## src/rtl/cpu_arb_pkg.sv

```systemverilog
// rtl/cpu_arb_pkg.sv - shared FSM state, owner encodings and burst-length default for the cache/memory arbiter
package cpu_arb_pkg;
  localparam int LINE_WORDS_DEF = 4;

  typedef enum logic [2:0] {
    IDLE  = 3'd0,
    ADDR  = 3'd1,
    RDATA = 3'd2,
    WDATA = 3'd3,
    WRESP = 3'd4
  } state_t;

  typedef enum logic [1:0] {
    I_RD = 2'd0,
    D_RD = 2'd1,
    D_WR = 2'd2
  } owner_t;
endpackage

```

## src/rtl/cache_mem_arbiter_if.sv

```systemverilog
// rtl/cache_mem_arbiter_if.sv - ICache/DCache request, refill, write-back and memory bus signals
interface cache_mem_arbiter_if #(
  parameter int ADDR_W     = 32,
  parameter int LINE_WORDS = 4
);
  logic                          i_rd_req;
  logic [ADDR_W-1:0]             i_rd_addr;
  logic                          i_rd_ready;
  logic                          i_ret_valid;
  logic [ADDR_W-1:0]             i_ret_data;
  logic                          i_ret_last;

  logic                          d_rd_req;
  logic [ADDR_W-1:0]             d_rd_addr;
  logic                          d_rd_ready;
  logic                          d_ret_valid;
  logic [ADDR_W-1:0]             d_ret_data;
  logic                          d_ret_last;

  logic                          d_wr_req;
  logic [ADDR_W-1:0]             d_wr_addr;
  logic                          d_wr_ready;
  logic [$clog2(LINE_WORDS)-1:0] d_wr_beat;
  logic [ADDR_W-1:0]             d_wr_data;
  logic                          d_wr_done;

  logic                          mem_req;
  logic                          mem_we;
  logic [ADDR_W-1:0]             mem_addr;
  logic                          mem_req_ready;
  logic                          mem_rvalid;
  logic [ADDR_W-1:0]             mem_rdata;
  logic                          mem_wvalid;
  logic [ADDR_W-1:0]             mem_wdata;
  logic                          mem_wlast;
  logic                          mem_wready;
  logic                          mem_bvalid;

  modport slave (
    input  i_rd_req, i_rd_addr, d_rd_req, d_rd_addr, d_wr_req, d_wr_addr, d_wr_data,
    input  mem_req_ready, mem_rvalid, mem_rdata, mem_wready, mem_bvalid,
    output i_rd_ready, i_ret_valid, i_ret_data, i_ret_last,
    output d_rd_ready, d_ret_valid, d_ret_data, d_ret_last,
    output d_wr_ready, d_wr_beat, d_wr_done,
    output mem_req, mem_we, mem_addr, mem_wvalid, mem_wdata, mem_wlast
  );

  modport master (
    output i_rd_req, i_rd_addr, d_rd_req, d_rd_addr, d_wr_req, d_wr_addr, d_wr_data,
    output mem_req_ready, mem_rvalid, mem_rdata, mem_wready, mem_bvalid,
    input  i_rd_ready, i_ret_valid, i_ret_data, i_ret_last,
    input  d_rd_ready, d_ret_valid, d_ret_data, d_ret_last,
    input  d_wr_ready, d_wr_beat, d_wr_done,
    input  mem_req, mem_we, mem_addr, mem_wvalid, mem_wdata, mem_wlast
  );
endinterface

```

## src/rtl/arb_prio_sel.sv

```systemverilog
// rtl/arb_prio_sel.sv - requester selection; ARB_ROUND_ROBIN_EN alternates the two read requesters
module arb_prio_sel
  import cpu_arb_pkg::*;
(
  input  logic   i_d_wr_req,
  input  logic   i_d_rd_req,
  input  logic   i_i_rd_req,
`ifdef ARB_ROUND_ROBIN_EN
  input  logic   i_rr_favour_i,
`endif
  output logic   o_grant,
  output owner_t o_owner
);
  always_comb begin
    o_grant = i_d_wr_req | i_d_rd_req | i_i_rd_req;
    o_owner = I_RD;
    if (i_d_wr_req) begin
      o_owner = D_WR;
`ifdef ARB_ROUND_ROBIN_EN
    end else if (i_d_rd_req && i_i_rd_req) begin
      o_owner = i_rr_favour_i ? I_RD : D_RD;
`endif
    end else if (i_d_rd_req) begin
      o_owner = D_RD;
    end
  end
endmodule

```

## src/rtl/cache_mem_arbiter.sv

```systemverilog
// rtl/cache_mem_arbiter.sv - arbitrates ICache/DCache line refills and DCache write-backs onto one memory port
// Optional: ARB_ROUND_ROBIN_EN enables round-robin between the two read requesters.
module cache_mem_arbiter #(
  parameter int LINE_WORDS = cpu_arb_pkg::LINE_WORDS_DEF,
  parameter int ADDR_W     = 32
) (
  input logic                clk,
  input logic                rst,
  cache_mem_arbiter_if.slave bus
);
  import cpu_arb_pkg::*;

  localparam int              CNT_W     = $clog2(LINE_WORDS);
  localparam logic [CNT_W-1:0] LAST_BEAT = CNT_W'(LINE_WORDS - 1);

  state_t            r_state, w_next;
  owner_t            r_owner, w_owner;
  logic              w_grant;
  logic [CNT_W-1:0]  r_cnt;
  logic [ADDR_W-1:0] r_addr;
  logic [ADDR_W-1:0] r_ret_data;
  logic              r_i_rd_ready, r_d_rd_ready, r_d_wr_ready;
  logic              r_i_ret_valid, r_d_ret_valid, r_ret_last, r_wr_done;
  logic              w_take, w_rbeat, w_wbeat, w_last;

  assign w_take  = (r_state == IDLE) && w_grant;
  assign w_rbeat = (r_state == RDATA) && bus.mem_rvalid;
  assign w_wbeat = (r_state == WDATA) && bus.mem_wready;
  assign w_last  = (r_cnt == LAST_BEAT);

`ifdef ARB_ROUND_ROBIN_EN
  logic r_rr_favour_i;

  // Any read grant hands the next read tie to the other requester.
  always_ff @(posedge clk or negedge rst) begin
    if (!rst) begin
      r_rr_favour_i <= 1'b0;
    end else if (w_take && (w_owner != D_WR)) begin
      r_rr_favour_i <= (w_owner == D_RD);
    end
  end
`endif

  arb_prio_sel u_sel (
    .i_d_wr_req    (bus.d_wr_req),
    .i_d_rd_req    (bus.d_rd_req),
    .i_i_rd_req    (bus.i_rd_req),
`ifdef ARB_ROUND_ROBIN_EN
    .i_rr_favour_i (r_rr_favour_i),
`endif
    .o_grant       (w_grant),
    .o_owner       (w_owner)
  );

  always_ff @(posedge clk or negedge rst) begin
    if (!rst) r_state <= IDLE;
    else      r_state <= w_next;
  end

  always_comb begin
    w_next = r_state;
    case (r_state)
      IDLE:    if (w_grant) w_next = ADDR;
      ADDR:    if (bus.mem_req_ready) w_next = (r_owner == D_WR) ? WDATA : RDATA;
      RDATA:   if (w_rbeat && w_last) w_next = IDLE;
      WDATA:   if (w_wbeat && w_last) w_next = WRESP;
      WRESP:   if (bus.mem_bvalid) w_next = IDLE;
      default: w_next = IDLE;
    endcase
  end

  always_ff @(posedge clk or negedge rst) begin
    if (!rst) begin
      r_owner       <= I_RD;
      r_cnt         <= '0;
      r_addr        <= '0;
      r_ret_data    <= '0;
      r_i_rd_ready  <= 1'b0;
      r_d_rd_ready  <= 1'b0;
      r_d_wr_ready  <= 1'b0;
      r_i_ret_valid <= 1'b0;
      r_d_ret_valid <= 1'b0;
      r_ret_last    <= 1'b0;
      r_wr_done     <= 1'b0;
    end else begin
      r_i_rd_ready  <= 1'b0;
      r_d_rd_ready  <= 1'b0;
      r_d_wr_ready  <= 1'b0;
      r_i_ret_valid <= 1'b0;
      r_d_ret_valid <= 1'b0;
      r_ret_last    <= 1'b0;
      r_wr_done     <= 1'b0;
      if (w_take) begin
        r_owner <= w_owner;
        r_cnt   <= '0;
        case (w_owner)
          D_WR:    begin r_addr <= bus.d_wr_addr; r_d_wr_ready <= 1'b1; end
          D_RD:    begin r_addr <= bus.d_rd_addr; r_d_rd_ready <= 1'b1; end
          default: begin r_addr <= bus.i_rd_addr; r_i_rd_ready <= 1'b1; end
        endcase
      end
      // Counter wraps to 0 on the final beat since LINE_WORDS is a power of two.
      if (w_rbeat) begin
        r_cnt         <= r_cnt + 1'b1;
        r_ret_data    <= bus.mem_rdata;
        r_i_ret_valid <= (r_owner == I_RD);
        r_d_ret_valid <= (r_owner == D_RD);
        r_ret_last    <= w_last;
      end
      if (w_wbeat) r_cnt <= r_cnt + 1'b1;
      if ((r_state == WRESP) && bus.mem_bvalid) r_wr_done <= 1'b1;
    end
  end

  assign bus.i_rd_ready  = r_i_rd_ready;
  assign bus.i_ret_valid = r_i_ret_valid;
  assign bus.i_ret_data  = r_ret_data;
  assign bus.i_ret_last  = r_ret_last & r_i_ret_valid;
  assign bus.d_rd_ready  = r_d_rd_ready;
  assign bus.d_ret_valid = r_d_ret_valid;
  assign bus.d_ret_data  = r_ret_data;
  assign bus.d_ret_last  = r_ret_last & r_d_ret_valid;
  assign bus.d_wr_ready  = r_d_wr_ready;
  assign bus.d_wr_beat   = r_cnt;
  assign bus.d_wr_done   = r_wr_done;
  assign bus.mem_req     = (r_state == ADDR);
  assign bus.mem_we      = (r_state == ADDR) && (r_owner == D_WR);
  assign bus.mem_addr    = r_addr;
  assign bus.mem_wvalid  = (r_state == WDATA);
  assign bus.mem_wdata   = (r_state == WDATA) ? bus.d_wr_data : '0;
  assign bus.mem_wlast   = (r_state == WDATA) && w_last;
endmodule
```

## src/flat_wrapper.sv

```systemverilog
// flat-port wrapper written by rule: the top's interface ports become plain ports
module cache_mem_arbiter_flat import cpu_arb_pkg::*;
#(
  parameter int LINE_WORDS = cpu_arb_pkg::LINE_WORDS_DEF,
  parameter int ADDR_W     = 32
)
  (clk, rst, bus_i_rd_req, bus_i_rd_addr, bus_d_rd_req, bus_d_rd_addr, bus_d_wr_req, bus_d_wr_addr, bus_d_wr_data, bus_mem_req_ready, bus_mem_rvalid, bus_mem_rdata, bus_mem_wready, bus_mem_bvalid, bus_i_rd_ready, bus_i_ret_valid, bus_i_ret_data, bus_i_ret_last, bus_d_rd_ready, bus_d_ret_valid, bus_d_ret_data, bus_d_ret_last, bus_d_wr_ready, bus_d_wr_beat, bus_d_wr_done, bus_mem_req, bus_mem_we, bus_mem_addr, bus_mem_wvalid, bus_mem_wdata, bus_mem_wlast);
  cache_mem_arbiter_if #(.ADDR_W(ADDR_W), .LINE_WORDS(LINE_WORDS)) bus_i ();
  input logic clk;
  input logic rst;
  input wire logic [$bits(bus_i.i_rd_req)-1:0] bus_i_rd_req;
  input wire logic [$bits(bus_i.i_rd_addr)-1:0] bus_i_rd_addr;
  input wire logic [$bits(bus_i.d_rd_req)-1:0] bus_d_rd_req;
  input wire logic [$bits(bus_i.d_rd_addr)-1:0] bus_d_rd_addr;
  input wire logic [$bits(bus_i.d_wr_req)-1:0] bus_d_wr_req;
  input wire logic [$bits(bus_i.d_wr_addr)-1:0] bus_d_wr_addr;
  input wire logic [$bits(bus_i.d_wr_data)-1:0] bus_d_wr_data;
  input wire logic [$bits(bus_i.mem_req_ready)-1:0] bus_mem_req_ready;
  input wire logic [$bits(bus_i.mem_rvalid)-1:0] bus_mem_rvalid;
  input wire logic [$bits(bus_i.mem_rdata)-1:0] bus_mem_rdata;
  input wire logic [$bits(bus_i.mem_wready)-1:0] bus_mem_wready;
  input wire logic [$bits(bus_i.mem_bvalid)-1:0] bus_mem_bvalid;
  output wire logic [$bits(bus_i.i_rd_ready)-1:0] bus_i_rd_ready;
  output wire logic [$bits(bus_i.i_ret_valid)-1:0] bus_i_ret_valid;
  output wire logic [$bits(bus_i.i_ret_data)-1:0] bus_i_ret_data;
  output wire logic [$bits(bus_i.i_ret_last)-1:0] bus_i_ret_last;
  output wire logic [$bits(bus_i.d_rd_ready)-1:0] bus_d_rd_ready;
  output wire logic [$bits(bus_i.d_ret_valid)-1:0] bus_d_ret_valid;
  output wire logic [$bits(bus_i.d_ret_data)-1:0] bus_d_ret_data;
  output wire logic [$bits(bus_i.d_ret_last)-1:0] bus_d_ret_last;
  output wire logic [$bits(bus_i.d_wr_ready)-1:0] bus_d_wr_ready;
  output wire logic [$bits(bus_i.d_wr_beat)-1:0] bus_d_wr_beat;
  output wire logic [$bits(bus_i.d_wr_done)-1:0] bus_d_wr_done;
  output wire logic [$bits(bus_i.mem_req)-1:0] bus_mem_req;
  output wire logic [$bits(bus_i.mem_we)-1:0] bus_mem_we;
  output wire logic [$bits(bus_i.mem_addr)-1:0] bus_mem_addr;
  output wire logic [$bits(bus_i.mem_wvalid)-1:0] bus_mem_wvalid;
  output wire logic [$bits(bus_i.mem_wdata)-1:0] bus_mem_wdata;
  output wire logic [$bits(bus_i.mem_wlast)-1:0] bus_mem_wlast;
  assign bus_i.i_rd_req = bus_i_rd_req;
  assign bus_i.i_rd_addr = bus_i_rd_addr;
  assign bus_i.d_rd_req = bus_d_rd_req;
  assign bus_i.d_rd_addr = bus_d_rd_addr;
  assign bus_i.d_wr_req = bus_d_wr_req;
  assign bus_i.d_wr_addr = bus_d_wr_addr;
  assign bus_i.d_wr_data = bus_d_wr_data;
  assign bus_i.mem_req_ready = bus_mem_req_ready;
  assign bus_i.mem_rvalid = bus_mem_rvalid;
  assign bus_i.mem_rdata = bus_mem_rdata;
  assign bus_i.mem_wready = bus_mem_wready;
  assign bus_i.mem_bvalid = bus_mem_bvalid;
  assign bus_i_rd_ready = bus_i.i_rd_ready;
  assign bus_i_ret_valid = bus_i.i_ret_valid;
  assign bus_i_ret_data = bus_i.i_ret_data;
  assign bus_i_ret_last = bus_i.i_ret_last;
  assign bus_d_rd_ready = bus_i.d_rd_ready;
  assign bus_d_ret_valid = bus_i.d_ret_valid;
  assign bus_d_ret_data = bus_i.d_ret_data;
  assign bus_d_ret_last = bus_i.d_ret_last;
  assign bus_d_wr_ready = bus_i.d_wr_ready;
  assign bus_d_wr_beat = bus_i.d_wr_beat;
  assign bus_d_wr_done = bus_i.d_wr_done;
  assign bus_mem_req = bus_i.mem_req;
  assign bus_mem_we = bus_i.mem_we;
  assign bus_mem_addr = bus_i.mem_addr;
  assign bus_mem_wvalid = bus_i.mem_wvalid;
  assign bus_mem_wdata = bus_i.mem_wdata;
  assign bus_mem_wlast = bus_i.mem_wlast;
  cache_mem_arbiter #(.LINE_WORDS(LINE_WORDS), .ADDR_W(ADDR_W)) u_core (.clk(clk), .rst(rst), .bus(bus_i));
endmodule
```

## config.mk

```make
export PLATFORM = sky130hd
export DESIGN_NAME = cache_mem_arbiter_flat
export DESIGN_NICKNAME = d
export VERILOG_FILES = /design/src/rtl/cpu_arb_pkg.sv /design/src/rtl/cache_mem_arbiter_if.sv /design/src/rtl/arb_prio_sel.sv /design/src/rtl/cache_mem_arbiter.sv /design/src/flat_wrapper.sv
export SDC_FILE = /design/constraint.sdc
export NUM_CORES = 1
export LEC_CHECK = 0
export CAP_MARGIN = 15
export CORE_AREA = 2 2 120 122
export DETAILED_ROUTE_END_ITERATION = 10
export DIE_AREA = 0 0 122 124
export PLACE_DENSITY_LB_ADDON = 0.2
export SYNTH_ARGS = -nofsm -noshare
export SYNTH_HDL_FRONTEND = slang
export SYNTH_HIERARCHICAL = 1
export SYNTH_SLANG_ARGS = --single-unit
```

## constraint.sdc

```tcl
create_clock -name clk -period 2.4 [get_ports clk]
set_input_delay 0.48 -clock clk [delete_from_list [all_inputs] [get_ports clk]]
set_output_delay 0.48 -clock clk [all_outputs]
set_load 0.03 [all_outputs]
```

==> impl_metrics.ini, run 1 <==
[floorplan]
core-area_sq_um = 13700
die_area_sq_um = 15100
die_y_um = 124
dieWidth_um = 122
pin_count = 311
initial_core_util = 0.304
rows = 43

[timing]
final_max_slew_viol_count = 0
finClkSkew_ns = 0.0119
period_needed_ns = 2.20
hold_viol = 0
relSlewSlack = 0.641
rsz0062_at_grt = no
max_freq_ghz = 0.454
fin_crit_sh = 0.918
fin_ws_ns = 0.196
setup_tns_ns = 0
setup_viol = 0
tightest_slew_ns = 0.539

[synth]
synth_fp_nets = 564
synth.avg_cell_area_sq_um = 10.7
ys_types = 28
yosys.area.top_type = dfrtp_1
synth-edff-count = 0
netlist_instances = 392
seq_area_frac_synth = 0.467
ys_warn_count = 6
ys.flop_type = dfrtp_1
yosys.area.top_type_share = 0.467
synth_area_leaders = dfrtp_1, o31ai_2, mux2_2
syn-cell-area_sq_um = 4180
ys_ff_latch = 78
async_flop_share = 1.00

[cts]
clk_latency_ns = 0.33
cts.sinks = 78
root_buffer = clkbuf_16
ctsHoldBuffers = 0
clk_pin_slew_ns = 0.06
htreeDepth = 3
numCtsBuffers = 9
ctsLongestPathBuffers = 2
cts_tree = done

[global_route]
antenna_found_initial = 0
grt_overflow = 0
grt_pass1_vias = 3841
grt_pass1_wl_mm = 20.1
track_usage = 0.171
grt_start_max_net_pins = 54

[power_and_ir_drop]
power_density_nw_per_um2 = 1260
p_leak_nw = 3.13
ir_drop_uv = 402

[drt]
ant_nets = 0
wl_mm = 13.4
wire_per_inst_um = 15.9
drt_iter0_markers = 141
via_per_inst = 4.71
route.detailed.drc = 0
vias = 3956
first_pass_iters = 4

[worst_setup_path]
cp.arrival_ns = 1.72
critPathCaptureType = primary output
required_ns = 1.92
start_kind = register
path_max_fanout = 37
criticalPathCategory = register to primary output

[placed_design]
place_ws_ns = 0.0863
dp_hpwl_mm = 10.6
portBuffers = 310
gp_congestion = 0.769
post_dp_cell_area_sq_um = 7160

[min_path]
min_path_type = input port to asynchronous set/reset pin

[layout]
final_cell_mix = clkdlybuf4s50_1, dfrtp_1, nand2_1
final_common_cell = clkdlybuf4s50_1
area_growth_pct = 78.3
final_util = 0.543
final_net_count = 827
n_antenna_cell = 0
drive_gt1_frac = 0.186
fin_area_sq_um = 7450

[run_status]
status = finished, final reports clean

[flow_run]
drv_cap = 0
critical path, stage by stage (launching register included):
cell and delay, ns:
dfrtp_1 0.49, and3b_1 0.26, buf_4 0.28, and2_1 0.19
buf_4 0.16
stage by stage:
stage,cells,total power [mW],hold slack [ns]
after floorplan,392,6.08,0.184
after global placement,824,8.14,0.461
after detailed placement,824,8.22,0.471
after CTS,840,9.52,0.142
after global routing,840,9.94,0.167
final,840,9.40,0.125
final timing paths:
| check | from | to | slack, ns | cells past startpoint |
|---|---|---|---|---|
| setup / recovery | u_core/r_state[2] | bus_mem_wdata[6] | 0.20 | 4 |
| hold / removal | rst | u_core/bus.mem_addr[5] | 0.13 | 1 |
| setup reg to reg | u_core/r_state[0] | u_core/bus.mem_addr[1] | 0.71 | 3 |
| hold reg to reg | u_core/bus.mem_addr[27] | u_core/bus.mem_addr[27] | 0.48 | 2 |
| max in group asynchronous | rst | u_core/bus.mem_addr[2] | 1.65 | 2 |
| min in group clk | u_core/bus.mem_addr[27] | u_core/bus.mem_addr[27] | 0.48 | 2 |
what timing repair did:
item                                    in CTS  in global routing
endpoints found under the setup margin       0                  2
gates resized for setup                      0                  2
setup buffers                                0                  0
sequential cells by signal (all words and copies together), names as in the netlist:
name                    count
u_core/bus.d_ret_valid      1
u_core/bus.d_wr_beat        2
u_core/bus.d_wr_ready       1
u_core/r_ret_last           1
u_core/r_owner              2
u_core/bus.d_wr_done        1
u_core/bus.d_rd_ready       1
u_core/bus.d_ret_data      32
u_core/bus.mem_addr        32
u_core/bus.i_rd_ready       1
u_core/r_state              3
u_core/bus.i_ret_valid      1
metal layers:
layer,part of all wire,GRT usage,wire [um],up-vias
met5,0,0,0,-
met4,0.017,0.0560,232,0
met3,0.12,0.0646,1590,17
met2,0.49,0.289,6560,218
met1,0.37,0.200,4980,1850
li1,-,-,-,1871
final cells by class:
cell class / count / area, sq um
Fill cell: 1213 / 6270
Multi-Input combinational cell: 240 / 1790
Tap cell: 180 / 225
Timing Repair Buffer: 319 / 3180
Inverter: 7 / 26.3
Sequential cell: 78 / 1950
Clock inverter: 7 / 57.6
Clock buffer: 9 / 225
cells in the mapped netlist (3+ instances only):
| cell | count |
|---|---|
| and2_1 | 37 |
| inv_1 | 7 |
| o31ai_1 | 3 |
| ha_1 | 3 |
| a21oi_1 | 3 |
| nor2_1 | 37 |
| dfrtp_1 | 78 |
| a221oi_1 | 32 |
| o21ai_0 | 5 |
| clkbuf_1 | 20 |
| o31ai_2 | 29 |
| mux2_2 | 32 |
| buf_2 | 8 |
| nand2_1 | 40 |
| buf_6 | 5 |
| buf_4 | 34 |
kinds of logic after synthesis:
family	after synthesis	share of synthesized area
buffers and inverters	74	0.108
flip-flops	78	0.467
multiplexers	34	0.0911
adder cells (fa/ha/maj)	3	0.00899
AO/OA/AOI/OAI	75	0.175
AND/OR/NAND/NOR	128	0.149
power breakdown:
group	total (mW)	internal (mW)	switching [mW]
logic	5.77	2.57	3.20
clock network	1.27	0.710	0.559
registers	2.36	1.92	0.437
Note: power is estimated with default switching activity, not from simulation.
==> run 2: changes to the inputs <==
--- a/config.mk
+++ b/config.mk
@@ -5,11 +5,13 @@
 export SDC_FILE = /design/constraint.sdc
 export NUM_CORES = 1
 export LEC_CHECK = 0
+export ABC_CLOCK_PERIOD_IN_PS = 2400
 export CAP_MARGIN = 15
 export CORE_AREA = 2 2 120 122
 export DETAILED_ROUTE_END_ITERATION = 10
 export DIE_AREA = 0 0 122 124
 export PLACE_DENSITY_LB_ADDON = 0.2
+export SKIP_LAST_GASP = 1
 export SYNTH_ARGS = -nofsm -noshare
 export SYNTH_HDL_FRONTEND = slang
 export SYNTH_HIERARCHICAL = 1
==> results of run 2 <==
The final DEF is identical to that of run 1; final timing and power are the same.
==> run 3: changes to the inputs <==
--- a/config.mk
+++ b/config.mk
@@ -10,6 +10,7 @@
 export CORE_AREA = 2 2 120 122
 export DETAILED_ROUTE_END_ITERATION = 10
 export DIE_AREA = 0 0 122 124
+export GPL_TIMING_DRIVEN = 0
 export PLACE_DENSITY_LB_ADDON = 0.2
 export SKIP_LAST_GASP = 1
 export SYNTH_ARGS = -nofsm -noshare
==> run 3 against run 2 <==
Clock skew decreased by 0.0060 ns. Fmax decreased by 4.6%. Largest cell class unchanged. Cell count increased by 6.9%. Clock power increased by 17%. Worst hold slack improved by 0.35 ns.
==> impl_metrics.ini, run 3 (synthesis gave the netlist of run 1 again) <==
[placed_design]
portBuffers = 310
dp_cells = 883
place_ws_ns = -0.433
dp_hpwl_mm = 11.8
post_dp_cell_area_sq_um = 7530
gp_congestion = 0.824

[global_route]
grt_pass1_vias = 4084
grt_start_max_net_pins = 72
grt_overflow = 0
track_usage = 0.185
antenna_found_initial = 0
grt_pass1_wl_mm = 21.5

[power_and_ir_drop]
p_comb_frac = 0.622
clock_power_share = 0.147
p_switching_mw = 4.36
p_int_mw = 5.74
p_leak_nw = 3.35
power.share.switching = 0.431
power_density_nw_per_um2 = 1300
ir_drop_uv = 365
power_mw = 10.1
pwr-share-seq = 0.231

[drt]
ant_nets = 0
vias = 4150
via_per_inst = 4.62
wire_per_inst_um = 16.3
drt_iter0_markers = 131
first_pass_iters = 4
route.detailed.drc = 0
wl_mm = 14.6

[layout]
final_cells = 898
n_antenna_cell = 0
final_net_count = 885
fin_area_sq_um = 7800
fillers = 1238
drive_gt1_frac = 0.230
final_cell_mix = clkdlybuf4s50_1, dfrtp_1, nand2_1
final_common_cell = clkdlybuf4s50_1
area_growth_pct = 86.7

[worst_setup_path]
critPathCaptureType = primary output
r2r_setup_slack_ns = 0.48
start_kind = register
rr_worst_depth = 5
cp.arrival_ns = 1.83
required_ns = 1.92
timing.rr.end = u_core/bus.d_ret_data[0]
path_max_fanout = 11
criticalPathCategory = register to primary output
r2r-start = u_core/r_state[0]

[cts]
clk_latency_ns = 0.33
cts.sinks = 78
ctsLongestPathBuffers = 2
numCtsBuffers = 9
root_buffer = clkbuf_16
htreeDepth = 3
cts_tree = done
clk_pin_slew_ns = 0.06

[min_path]
holdPathStages = 2
hp-start = u_core/bus.mem_addr[22]
holdPathEnd = u_core/bus.mem_addr[22]
min_path_type = register to register

[timing]
finClkSkew_ns = 0.00585
hold_viol = 0
rsz0062_at_grt = no
fin_crit_sh = 0.962
max_freq_ghz = 0.433
fin_ws_ns = 0.0902
setup_viol = 0
final_max_slew_viol_count = 0
tightest_slew_ns = 0.474
relSlewSlack = 0.684
period_needed_ns = 2.31

[flow_run]
drv_cap = 0

[run_status]
status = finished, final reports clean

[floorplan]
die_y_um = 124
die_area_sq_um = 15100
dieWidth_um = 122
pin_count = 311
initial_core_util = 0.304
core-area_sq_um = 13700
rows = 43
## run 3: changes by cell type in the layout (fill, tap and decap cells not counted), sizes merged, moves of 2 or more
cell,delta
clkbuf,+35
buf,+5
dlygate4sd2,+6
clkinvlp,-2
clkdlybuf4s15,+10
bufinv,+2
## run 3: critical path, stage by stage (launching register included)
cell and delay [ns]:
dfrtp_1 0.49, nor2_1 0.19, and2_1 0.14, clkdlybuf4s50_1 0.67
## run 3: per-layer routing
layer,vias to the layer above,track usage,share of wire
met5,-,0,0
met4,0,0.0517,0.015
met2,202,0.336,0.50
met1,1940,0.204,0.38
met3,17,0.0678,0.10
li1,1991,-,-
## run 3: worst max path at each step
stage                           start                       end  slack, ns  cells after the start
floorplan           u_core/r_state[2]         bus_mem_wdata[23]       0.16                      5
global placement                  rst  u_core/bus.d_ret_data[3]      -1.92                      1
detailed placement       bus_d_rd_req   u_core/bus.mem_addr[29]      -0.43                      9
CTS                 u_core/r_state[2]         bus_mem_wdata[14]      0.002                      4
global route        u_core/r_state[2]          bus_mem_wdata[9]      0.003                      4
finish              u_core/r_state[2]               bus_mem_req       0.09                      3
## run 3: final cells by class
class / count / area (sq um) / share of cell area
multi-input cells: 241 / 1780 / 0.229
clock inverters: 7 / 103 / 0.0132
plain buffers: 64 / 428 / 0.0549
clock buffers: 9 / 225 / 0.0289
repair buffers: 312 / 3060 / 0.392
flip-flops and latches: 78 / 1950 / 0.250
well taps: 180 / 225 / 0.0289
inverters: 7 / 26.3 / 0.00337
## run 3: power groups by stage
stage                     clock network [mW]  logic, mW  registers, mW
after CTS                               1.52       6.36           2.35
after global routing                    1.59       6.64           2.42
final                                   1.49       6.28           2.34
after detailed placement                   0       6.40           2.36
after floorplan                            0       2.67           3.41
after global placement                     0       6.33           2.33
## run 3: repair_timing
action / CTS / global route
hold endpoints to repair: 7 / 0
hold buffers: 1 / 0
setup buffers: 0 / 0
setup endpoints to repair: 57 / 41
gates resized for setup: 64 / 41
gates cloned: 1 / 0
## run 3: stage by stage
step / utilization / hold slack (ns) / TNS [ns]
final: 0.568 / 0.478 / 0
after global routing: 0.568 / 0.509 / 0
after CTS: 0.573 / 0.484 / 0
after detailed placement: 0.549 / 0.317 / -20.96
after global placement: 0.547 / 0.461 / -168.48
after floorplan: - / 0.184 / 0
==> variant (config.mk and constraints of run 1) <==
`LINE_WORDS_DEF`: 4 -> 2.
--- a/src/rtl/cpu_arb_pkg.sv
+++ b/src/rtl/cpu_arb_pkg.sv
@@ -1,6 +1,6 @@
 // rtl/cpu_arb_pkg.sv - shared FSM state, owner encodings and burst-length default for the cache/memory arbiter
 package cpu_arb_pkg;
-  localparam int LINE_WORDS_DEF = 4;
+  localparam int LINE_WORDS_DEF = 2;
 
   typedef enum logic [2:0] {
     IDLE  = 3'd0,
Ports: changed (resized bus_d_wr_beat); port bits go from 311 to 310. The function was not compared with the original's and may differ.
==> variant against run 1 <==
- wire length shrank 3.3%
- sequential cell count shrank 1
- via count is 2.7% lower
- critical endpoint is now bus_mem_req
- largest power group unchanged
- die area stayed put
- design area is 0.81% lower
- global-route usage shrank 0.62 points
- setup slack worse by 0.066 ns
- worst hold slack better by 0.34 ns
- synthesized area is 1.2% lower
- power up 4.7%
==> variant: results <==
[yosys]
async_flop_share_pct = 100
yosys-top-cells-area = "dfrtp_1 47%, mux2_2 8.7%, a221o_1 7.8%, o21ai_2 7.0%, buf_4 6.6%"
synth_common_cells = "77 x dfrtp_1, 40 x nand2_1, 37 x and2_1"
synth-main-ff-cell = "dfrtp_1"
ys_seq_area_share_pct = 46.7
synth.distinct_cells = 31
syn_nets = 554
yosys_warnings = 6

[global_route]
antenna_found_initial = 0
grt_pass1_wl_um = 19300
track_usage_pct = 16.4
grt_max_degree = 76
grt_pass1_vias = 3864

[timing]
finClkSkew_ns = 0.00781
worstMarginPinSlew_ns = 0.401

[worst_hold_path]
holdCritPathClass = "in -> async"

[critical_path]
crit_path_max_incr_delay_ns = 0.69
crit_family = "buffers and inverters"
cp.arrival_ns = 1.79
critical_path.max_fanout = 7
cp_slowest_cell = "clkdlybuf4s50_1"

[pwr]
leakage_nw = 3.09
ir_worst_vdd_v = 0.000425

[finish]
fin_nets = 824
drive_gt1_share_pct = 19.9
antenna_cells = 0

[clock_network]
worstSkewPairLatency_ns = 0.33
cts_buffer_depth = 2
post_cts_buffers = 0
cts.clk_slew.worst_paths_ns = 0.07
htree_levels = 3

[place]
gp_congestion = 0.801
hpwl_um = 10200
io_buffer_count = 309

[drt]
drt_first_iter_violations = 112
wl_per_cell_um = 15.4
first_pass_iters = 4
viasPerCell = 4.59

[run_status]
outcome = "completed"
[variant: cell families (layout without fill, tap and decap cells)]
| family | Yosys count | after routing | synth area share, % |
|---|---|---|---|
| simple gates | 99 | 99 | 12.3 |
| fa+ha+maj | 2 | 2 | 0.607 |
| buf+inv | 70 | 345 | 11.9 |
| mux | 33 | 33 | 8.98 |
| compound gates | 102 | 102 | 19.5 |
| flops | 77 | 77 | 46.7 |
[variant: cell type report]
cell class | instances | area [sq um]
tap | 180 | 225
clock inverter | 6 | 70.1
inverter | 6 | 22.5
fill | 1272 | 6330
clock buffer | 10 | 239
timing repair buffer | 323 | 3200
multi-input combinational | 236 | 1710
sequential | 77 | 1930
[variant: path summary, 6_finish.rpt]
| path | start | endpoint | slack, ns | cells past startpoint |
|---|---|---|---|---|
| worst min-delay path | rst | u_core/bus.mem_addr[17]$_DFFE_PN0P_ | 0.47 | 2 |
| worst min register to register | u_core/bus.mem_addr[31]$_DFFE_PN0P_ | u_core/bus.mem_addr[31]$_DFFE_PN0P_ | 0.48 | 2 |
| min in group clk | u_core/bus.mem_addr[31]$_DFFE_PN0P_ | u_core/bus.mem_addr[31]$_DFFE_PN0P_ | 0.48 | 2 |
| worst max-delay path | u_core/r_state[2]$_DFFE_PN0P_ | bus_mem_req | 0.13 | 3 |
| worst max register to register | u_core/r_state[1]$_DFFE_PN0P_ | u_core/bus.mem_addr[30]$_DFFE_PN0P_ | 0.82 | 4 |
| max in group asynchronous | rst | u_core/bus.d_ret_data[19]$_DFFE_PN0P_ | 1.35 | 3 |
[variant: per-stage QoR]
step,setup slack (ns),power [mW],cells,area (sq um),util [%]
2_1_floorplan,0.313,6.36,383,4130,-
3_3_place_gp,0.0987,8.49,821,7070,51.5
3_5_place_dp,0.0922,8.56,821,7070,51.5
4_1_cts,0.103,10.0,838,7390,53.9
5_1_grt,0.0118,10.4,838,7390,53.9
6_report,0.130,9.84,838,7390,53.9
[variant: where the power goes]
part / switching [mW] / leakage, nW / internal, mW
Combinational: 3.44 / 2.01 / 2.67
Clock: 0.541 / 0.141 / 0.839
Sequential: 0.450 / 0.948 / 1.90
Total: 4.43 / 3.09 / 5.41
[variant: repair_timing]
item | in CTS | in global routing
hold buffers | 1 | 0
resized for setup | 1 | 0
endpoints found under the setup margin | 1 | 0
hold endpoints to repair | 2 | 0
[variant: layer usage]
metal	routed length (um)	share of wire, %	global-route usage (%)	up-vias
met1	4810	37	18.5	1779
met3	1390	11	5.77	12
met4	139	1.1	5.32	0
li1	-	-	-	1864
met5	0	0	0	-
met2	6590	51	29.2	195
